`config.mk`:
```
export PLATFORM = sky130hd
export DESIGN_NAME = traffic_phase_ctrl
export DESIGN_NICKNAME = d
export VERILOG_FILES = /design/src/rtl/tl_pkg.sv /design/src/rtl/phase_counter.sv /design/src/rtl/traffic_phase_ctrl.sv
export SDC_FILE = /design/constraint.sdc
export NUM_CORES = 1
export LEC_CHECK = 0
export ABC_AREA = 1
export ABC_CLOCK_PERIOD_IN_PS = 5600
export CORE_AREA = 8 8 53 55
export DETAILED_ROUTE_END_ITERATION = 7
export DIE_AREA = 0 0 61 63
export GPL_ROUTABILITY_DRIVEN = 0
export GPL_TIMING_DRIVEN = 0
export PLACE_DENSITY = 0.77
export SLEW_MARGIN = 15
export SYNTH_ARGS = -nofsm -noshare
export SYNTH_HDL_FRONTEND = slang
export SYNTH_SLANG_ARGS = --single-unit
```
`constraint.sdc`:
```
create_clock -name clk -period 5.6 [get_ports clk]
set_input_delay 1.12 -clock clk [delete_from_list [all_inputs] [get_ports clk]]
set_output_delay 1.12 -clock clk [all_outputs]
set_load 0.005 [all_outputs]
```
`src/rtl/tl_pkg.sv`:
```
// Shared definitions for the traffic phase controller.
//   phase_e   : phase encoding, 0..5; encodings 6 and 7 are illegal
//   LAMP_*    : one-hot lamp words, bit order {red, yellow, green}
//   main_lamp : lamp word for the main road in a given phase
//   side_lamp : lamp word for the side road in a given phase
package tl_pkg;

    typedef enum logic [2:0] {
        RED_M  = 3'd0,
        MAIN_G = 3'd1,
        MAIN_Y = 3'd2,
        RED_S  = 3'd3,
        SIDE_G = 3'd4,
        SIDE_Y = 3'd5
    } phase_e;

    localparam logic [2:0] LAMP_RED = 3'b100;
    localparam logic [2:0] LAMP_YEL = 3'b010;
    localparam logic [2:0] LAMP_GRN = 3'b001;

    function automatic logic [2:0] main_lamp(input phase_e p);
        case (p)
            MAIN_G:  main_lamp = LAMP_GRN;
            MAIN_Y:  main_lamp = LAMP_YEL;
            default: main_lamp = LAMP_RED;
        endcase
    endfunction

    function automatic logic [2:0] side_lamp(input phase_e p);
        case (p)
            SIDE_G:  side_lamp = LAMP_GRN;
            SIDE_Y:  side_lamp = LAMP_YEL;
            default: side_lamp = LAMP_RED;
        endcase
    endfunction

endpackage

```
`src/rtl/phase_counter.sv`:
```
// Elapsed-seconds counter for the current phase.
//   clk    : system clock
//   reset  : asynchronous active-high reset, clears elapsed
//   clear  : phase change on this edge; elapsed restarts at 0
//   tick   : raw one-cycle seconds tick
//   hold   : suppress this tick (timer is being restarted)
//   dur    : phase duration in seconds; 0 behaves as 1
//   expire : this cycle carries the counted tick that ends the phase
// The counter saturates at dur-1 so a blocked exit keeps expiring on every
// later counted tick without wrapping.
module phase_counter
    import tl_pkg::*;
#(
    parameter int unsigned CNT_W = 6
) (
    input  logic             clk,
    input  logic             reset,
    input  logic             clear,
    input  logic             tick,
    input  logic             hold,
    input  logic [CNT_W-1:0] dur,
    output logic             expire
);

    logic [CNT_W-1:0] elapsed_q;
    logic [CNT_W-1:0] elapsed_d;
    logic [CNT_W-1:0] last;
    logic             counted;

    always_comb begin
        last      = (dur == '0) ? '0 : dur - CNT_W'(1);
        counted   = tick & ~hold;
        expire    = counted & (elapsed_q >= last);
        elapsed_d = elapsed_q;
        if (clear) begin
            elapsed_d = '0;
        end else if (counted && (elapsed_q < last)) begin
            elapsed_d = elapsed_q + CNT_W'(1);
        end
    end

    always_ff @(posedge clk or posedge reset) begin
        if (reset) begin
            elapsed_q <= '0;
        end else begin
            elapsed_q <= elapsed_d;
        end
    end

endmodule

```
`src/rtl/traffic_phase_ctrl.sv`:
```
// Two-road intersection phase sequencer.
//   clk          : system clock
//   reset        : asynchronous active-high reset
//   sec_tick     : one-cycle pulse per second from the seconds timer
//   side_req     : side-road vehicle sensor (level)
//   emg_req      : emergency request (level)
//   rst_count    : one-cycle restart pulse to the seconds timer after each phase change
//   main_light   : main-road lamps {red, yellow, green}
//   side_light   : side-road lamps {red, yellow, green}
//   phase        : current phase encoding
//   side_pending : latched side request
// Build option: define SIDE_SENSOR_EN to hold main green until a side
// request has been latched; otherwise the cycle is fixed-time.
module traffic_phase_ctrl
    import tl_pkg::*;
#(
    parameter int unsigned T_MAIN_GREEN = 20,
    parameter int unsigned T_SIDE_GREEN = 10,
    parameter int unsigned T_YELLOW     = 3,
    parameter int unsigned T_ALL_RED    = 1,
    parameter int unsigned CNT_W        = 6
) (
    input  logic       clk,
    input  logic       reset,
    input  logic       sec_tick,
    input  logic       side_req,
    input  logic       emg_req,
    output logic       rst_count,
    output logic [2:0] main_light,
    output logic [2:0] side_light,
    output logic [2:0] phase,
    output logic       side_pending
);

    localparam logic [CNT_W-1:0] DurMainG = CNT_W'(T_MAIN_GREEN);
    localparam logic [CNT_W-1:0] DurSideG = CNT_W'(T_SIDE_GREEN);
    localparam logic [CNT_W-1:0] DurYel   = CNT_W'(T_YELLOW);
    localparam logic [CNT_W-1:0] DurRed   = CNT_W'(T_ALL_RED);

    phase_e           phase_q;
    phase_e           phase_d;
    logic             rst_count_q;
    logic [2:0]       main_light_q;
    logic [2:0]       side_light_q;
    logic             phase_chg;
    logic [2:0]       main_light_d;
    logic [2:0]       side_light_d;
    logic [CNT_W-1:0] dur;
    logic             expire;
    logic             side_go;

    always_comb begin
        case (phase_q)
            MAIN_G:         dur = DurMainG;
            SIDE_G:         dur = DurSideG;
            MAIN_Y, SIDE_Y: dur = DurYel;
            default:        dur = DurRed;
        endcase
    end

    // A tick seen while rst_count is high belongs to the restarting timer.
    phase_counter #(
        .CNT_W (CNT_W)
    ) u_counter (
        .clk    (clk),
        .reset  (reset),
        .clear  (phase_chg),
        .tick   (sec_tick),
        .hold   (rst_count_q),
        .dur    (dur),
        .expire (expire)
    );

`ifdef SIDE_SENSOR_EN
    logic side_pending_q;
    logic side_pending_d;

    always_comb begin
        side_pending_d = side_pending_q | side_req;
        if (phase_d == SIDE_G && phase_q != SIDE_G) begin
            side_pending_d = 1'b0;
        end
    end

    always_ff @(posedge clk or posedge reset) begin
        if (reset) begin
            side_pending_q <= 1'b0;
        end else begin
            side_pending_q <= side_pending_d;
        end
    end

    assign side_go      = side_pending_q;
    assign side_pending = side_pending_q;
`else
    logic unused_side_req;
    assign unused_side_req = side_req;
    assign side_go         = 1'b1;
    assign side_pending    = 1'b0;
`endif

    // State and output registers.
    always_ff @(posedge clk or posedge reset) begin
        if (reset) begin
            phase_q      <= RED_M;
            rst_count_q  <= 1'b1;
            main_light_q <= LAMP_RED;
            side_light_q <= LAMP_RED;
        end else begin
            phase_q      <= phase_d;
            rst_count_q  <= phase_chg;
            main_light_q <= main_light_d;
            side_light_q <= side_light_d;
        end
    end

    // Next state. Emergency cuts greens short and freezes the all-red phases;
    // yellows always run to completion.
    always_comb begin
        phase_d = phase_q;
        case (phase_q)
            RED_M:   if (expire && !emg_req) phase_d = MAIN_G;
            MAIN_G:  if (emg_req || (expire && side_go)) phase_d = MAIN_Y;
            MAIN_Y:  if (expire) phase_d = RED_S;
            RED_S:   if (expire && !emg_req) phase_d = SIDE_G;
            SIDE_G:  if (emg_req || expire) phase_d = SIDE_Y;
            SIDE_Y:  if (expire) phase_d = RED_M;
            default: phase_d = RED_M;
        endcase
    end

    // Lamps are decoded from the next state so they change on the same edge
    // as the phase.
    always_comb begin
        phase_chg    = (phase_d != phase_q);
        main_light_d = main_lamp(phase_d);
        side_light_d = side_lamp(phase_d);
    end

    assign phase      = phase_q;
    assign rst_count  = rst_count_q;
    assign main_light = main_light_q;
    assign side_light = side_light_q;

endmodule

```
==> flow_summary.ini <==
[finish]
area_growth_syn_to_layout_pct = 19.8
layout.cells.most_common = inv_1
antenna_cells = 0
multiInputGateArea_um2 = 524
seq_area_um2 = 404
nets = 151
drive_above_1_share_pct = 22.6
nFillCells = 180
final_cell_mix = inv_1, nand2_1, clkdlybuf4s50_1, dfrtp_1, nor2_2

[synth]
yosysUniqueCellTypes = 26
synth-xor-area-share_pct = 4.30
synth_top_area_cell = dfrtp_1
synth_area_leaders = dfrtp_1, ha_1, inv_1
synth_top_family_by_area = simple AND/OR/NAND/NOR gates
yosysSeqAreaShare_pct = 39.7
synth_seq_cells = 16
syn-cell-area_um2 = 1020
synthSimpleGateAreaFrac_pct = 30.7
synthesis.nets = 133
yosys.area.top_type_share_pct = 31.9
muxShareOfSynthArea_pct = 0.983
yosysWarningCount = 0
synth_compound_area_share_pct = 4.91
synthCells = 120
syn_area_per_cell_um2 = 8.49
synthAdderAreaFrac_pct = 9.83

[clock_tree]
cts_max_path_buffers = 2
postCtsSetupBuffers = 0
cts_max_level = 1
cts_tree = built
clk_pin_slew_ns = 0.09
cts_made_buffers = 3
cts-hold-fix-buffers = 0
cts.sink_count = 16
cts_resized = 0
clk_latency_ns = 0.29
cts-root-buf = clkbuf_4

[timing]
tns_ns = 0
rsz0062_at_grt = false
slew_violations = 0
fin_crit_ns = 3.15
finalHoldViolCount = 0
max_slew_margin_pct = 61.4
finClkSkew_ns = 0.00192
setup_violations = 0
fmax_mhz = 317
worstMarginPinSlew_ns = 0.578
period_share_pct = 56.3

[route]
postRouteAntennaNets = 0
wl_per_cell_um = 12.1
drt_first_iter_violations = 33
vias_per_cell = 4.79
drt-pass1-iter-count = 4
wirelength_um = 2000
vias = 790
drc = 0

[worst_hold_path]
hold_class = flip-flop to flip-flop
hold_start = u_counter.elapsed_q[5]$_DFFE_PP0P_

[worst_setup_path]
worstPathMaxFanout = 7
critPathMaxStageDelay_ns = 0.44
cp_cell_sequence = inv_1 > nor3_1 > inv_1 > nand2_1 > ha_1 > a31o_2 > ha_1 > inv_1 > o21bai_1 > nand2_1 > nand3_2 > nand3_1 > nand2_1 > inv_1 > nor2_2 > nand2_2 > nand2_2 > nand2_4 > nor2_2
worstSetupStartpoint = phase[0]$_DFF_PP0_
required_ns = 5.83
slowest_stage = dfrtp_1
reg2reg_from = phase[0]$_DFF_PP0_
critPathKind = flip-flop to flip-flop
crit_arrival_ns = 3.39
cpMostUsedCell = inv_1
start_kind = flip-flop
endpoint_kind = flip-flop

[die]
io_pins = 16
core_region_area_um2 = 2060
fp.dieW_um = 61
die_area_um2 = 3840
row_count = 17
initial_utilization_pct = 49.4
die_h_um = 63

[global_routing]
top_usage_layer = met2
antenna_found_initial = 0
grt-ovfl-total = 0
use_met1_pct = 13.6
grt_pass1_wl_um = 3620
use_met3_pct = 3.50
grt_max_degree = 17
grt_pass1_vias = 800
grtUsageMet2_pct = 19.6
grt_usage_pct = 12.1

[pwr]
total_power_w = 0.000574
peakVddDrop_v = 0.000295
power_density_nw_per_um2 = 470
p_leak_nw = 0.633

[run]
maxCapViolations = 0

[status]
outcome = finished clean

[placed_design]
port_buffers = 13
dp_hpwl_um = 1520
-- Yosys cell counts (all sizes together) --
| cell type | number |
|---|---|
| a21oi | 4 |
| a31o | 1 |
| buf | 1 |
| conb | 2 |
| dfrtp | 13 |
| dfstp | 3 |
| ha | 8 |
| inv | 22 |
| mux2i | 1 |
| nand2 | 23 |
| nand3 | 8 |
| nand4 | 1 |
| nor2 | 17 |
| nor3 | 7 |
| o21ai | 2 |
| o21bai | 1 |
| or2 | 1 |
| xnor2 | 1 |
| xor2 | 4 |
-- logic make-up (layout without fill, tap and decap cells) --
logic type / after synthesis / in the layout
simple gates: 57 / 57
fa+ha+maj: 8 / 8
mux: 1 / 1
buf+inv: 23 / 40
flops: 16 / 16
other cells: 2 / 2
xor+xnor: 5 / 5
compound gates: 8 / 8
-- metrics by stage --
stage	setup WS, ns	instances	hold slack (ns)	utilization [%]	area, µm²
after floorplan	2.96	120	0.537	-	1020
after global routing	2.15	165	0.616	59.1	1220
final	2.45	165	0.585	59.1	1220
after detailed placement	2.54	161	0.570	57.4	1180
after global placement	2.74	161	0.565	57.4	1180
after CTS	2.51	165	0.595	59.1	1220
-- path summary, 6_finish.rpt --
path                                                       to  slack (ns)  cells past startpoint
max                        u_counter.elapsed_q[1]$_DFFE_PP0P_        2.45                     19
min                        u_counter.elapsed_q[5]$_DFFE_PP0P_        0.58                      2
max reg2reg                u_counter.elapsed_q[1]$_DFFE_PP0P_        2.45                     19
min reg2reg                u_counter.elapsed_q[5]$_DFFE_PP0P_        0.58                      2
max in group asynchronous             main_light[2]$_DFF_PP1_        4.05                      2
min in group asynchronous  u_counter.elapsed_q[0]$_DFFE_PP0P_        1.17                      2
-- layout make-up --
| type | instances | area share [%] |
|---|---|---|
| Buffer | 1 | 0.615 |
| Clock buffer | 4 | 2.97 |
| Inverter | 22 | 6.77 |
| Multi-Input combinational cell | 81 | 43.0 |
| Sequential cell | 16 | 33.1 |
| Tap cell | 28 | 2.87 |
| Timing Repair Buffer | 13 | 10.7 |
-- layer usage --
metal  vias up  part of all wire, %
met5         -                    0
met4         0                  2.3
met3         5                  4.7
met2        18                   51
met1       359                   42
li1        408                    -
-- power breakdown --
part           internal [W]  switching [W]
combinational      0.000131       0.000184
clock             0.0000397      0.0000375
sequential         0.000153      0.0000289
total              0.000323       0.000250
-- state kept, by name (all words and copies together), names as in the netlist --
signal	count
main_light	3
side_light	3
u_counter.elapsed_q	6
rst_count	1
phase	3
-- worst max-delay path: cells and delay by family (launching register included) --
family	cells	cell delay [ns]
buf+inv	4	0.40
compound gates	2	0.38
flops	1	0.44
simple gates	11	1.36
fa+ha+maj	2	0.50
Power figures use the tool's default switching activity.
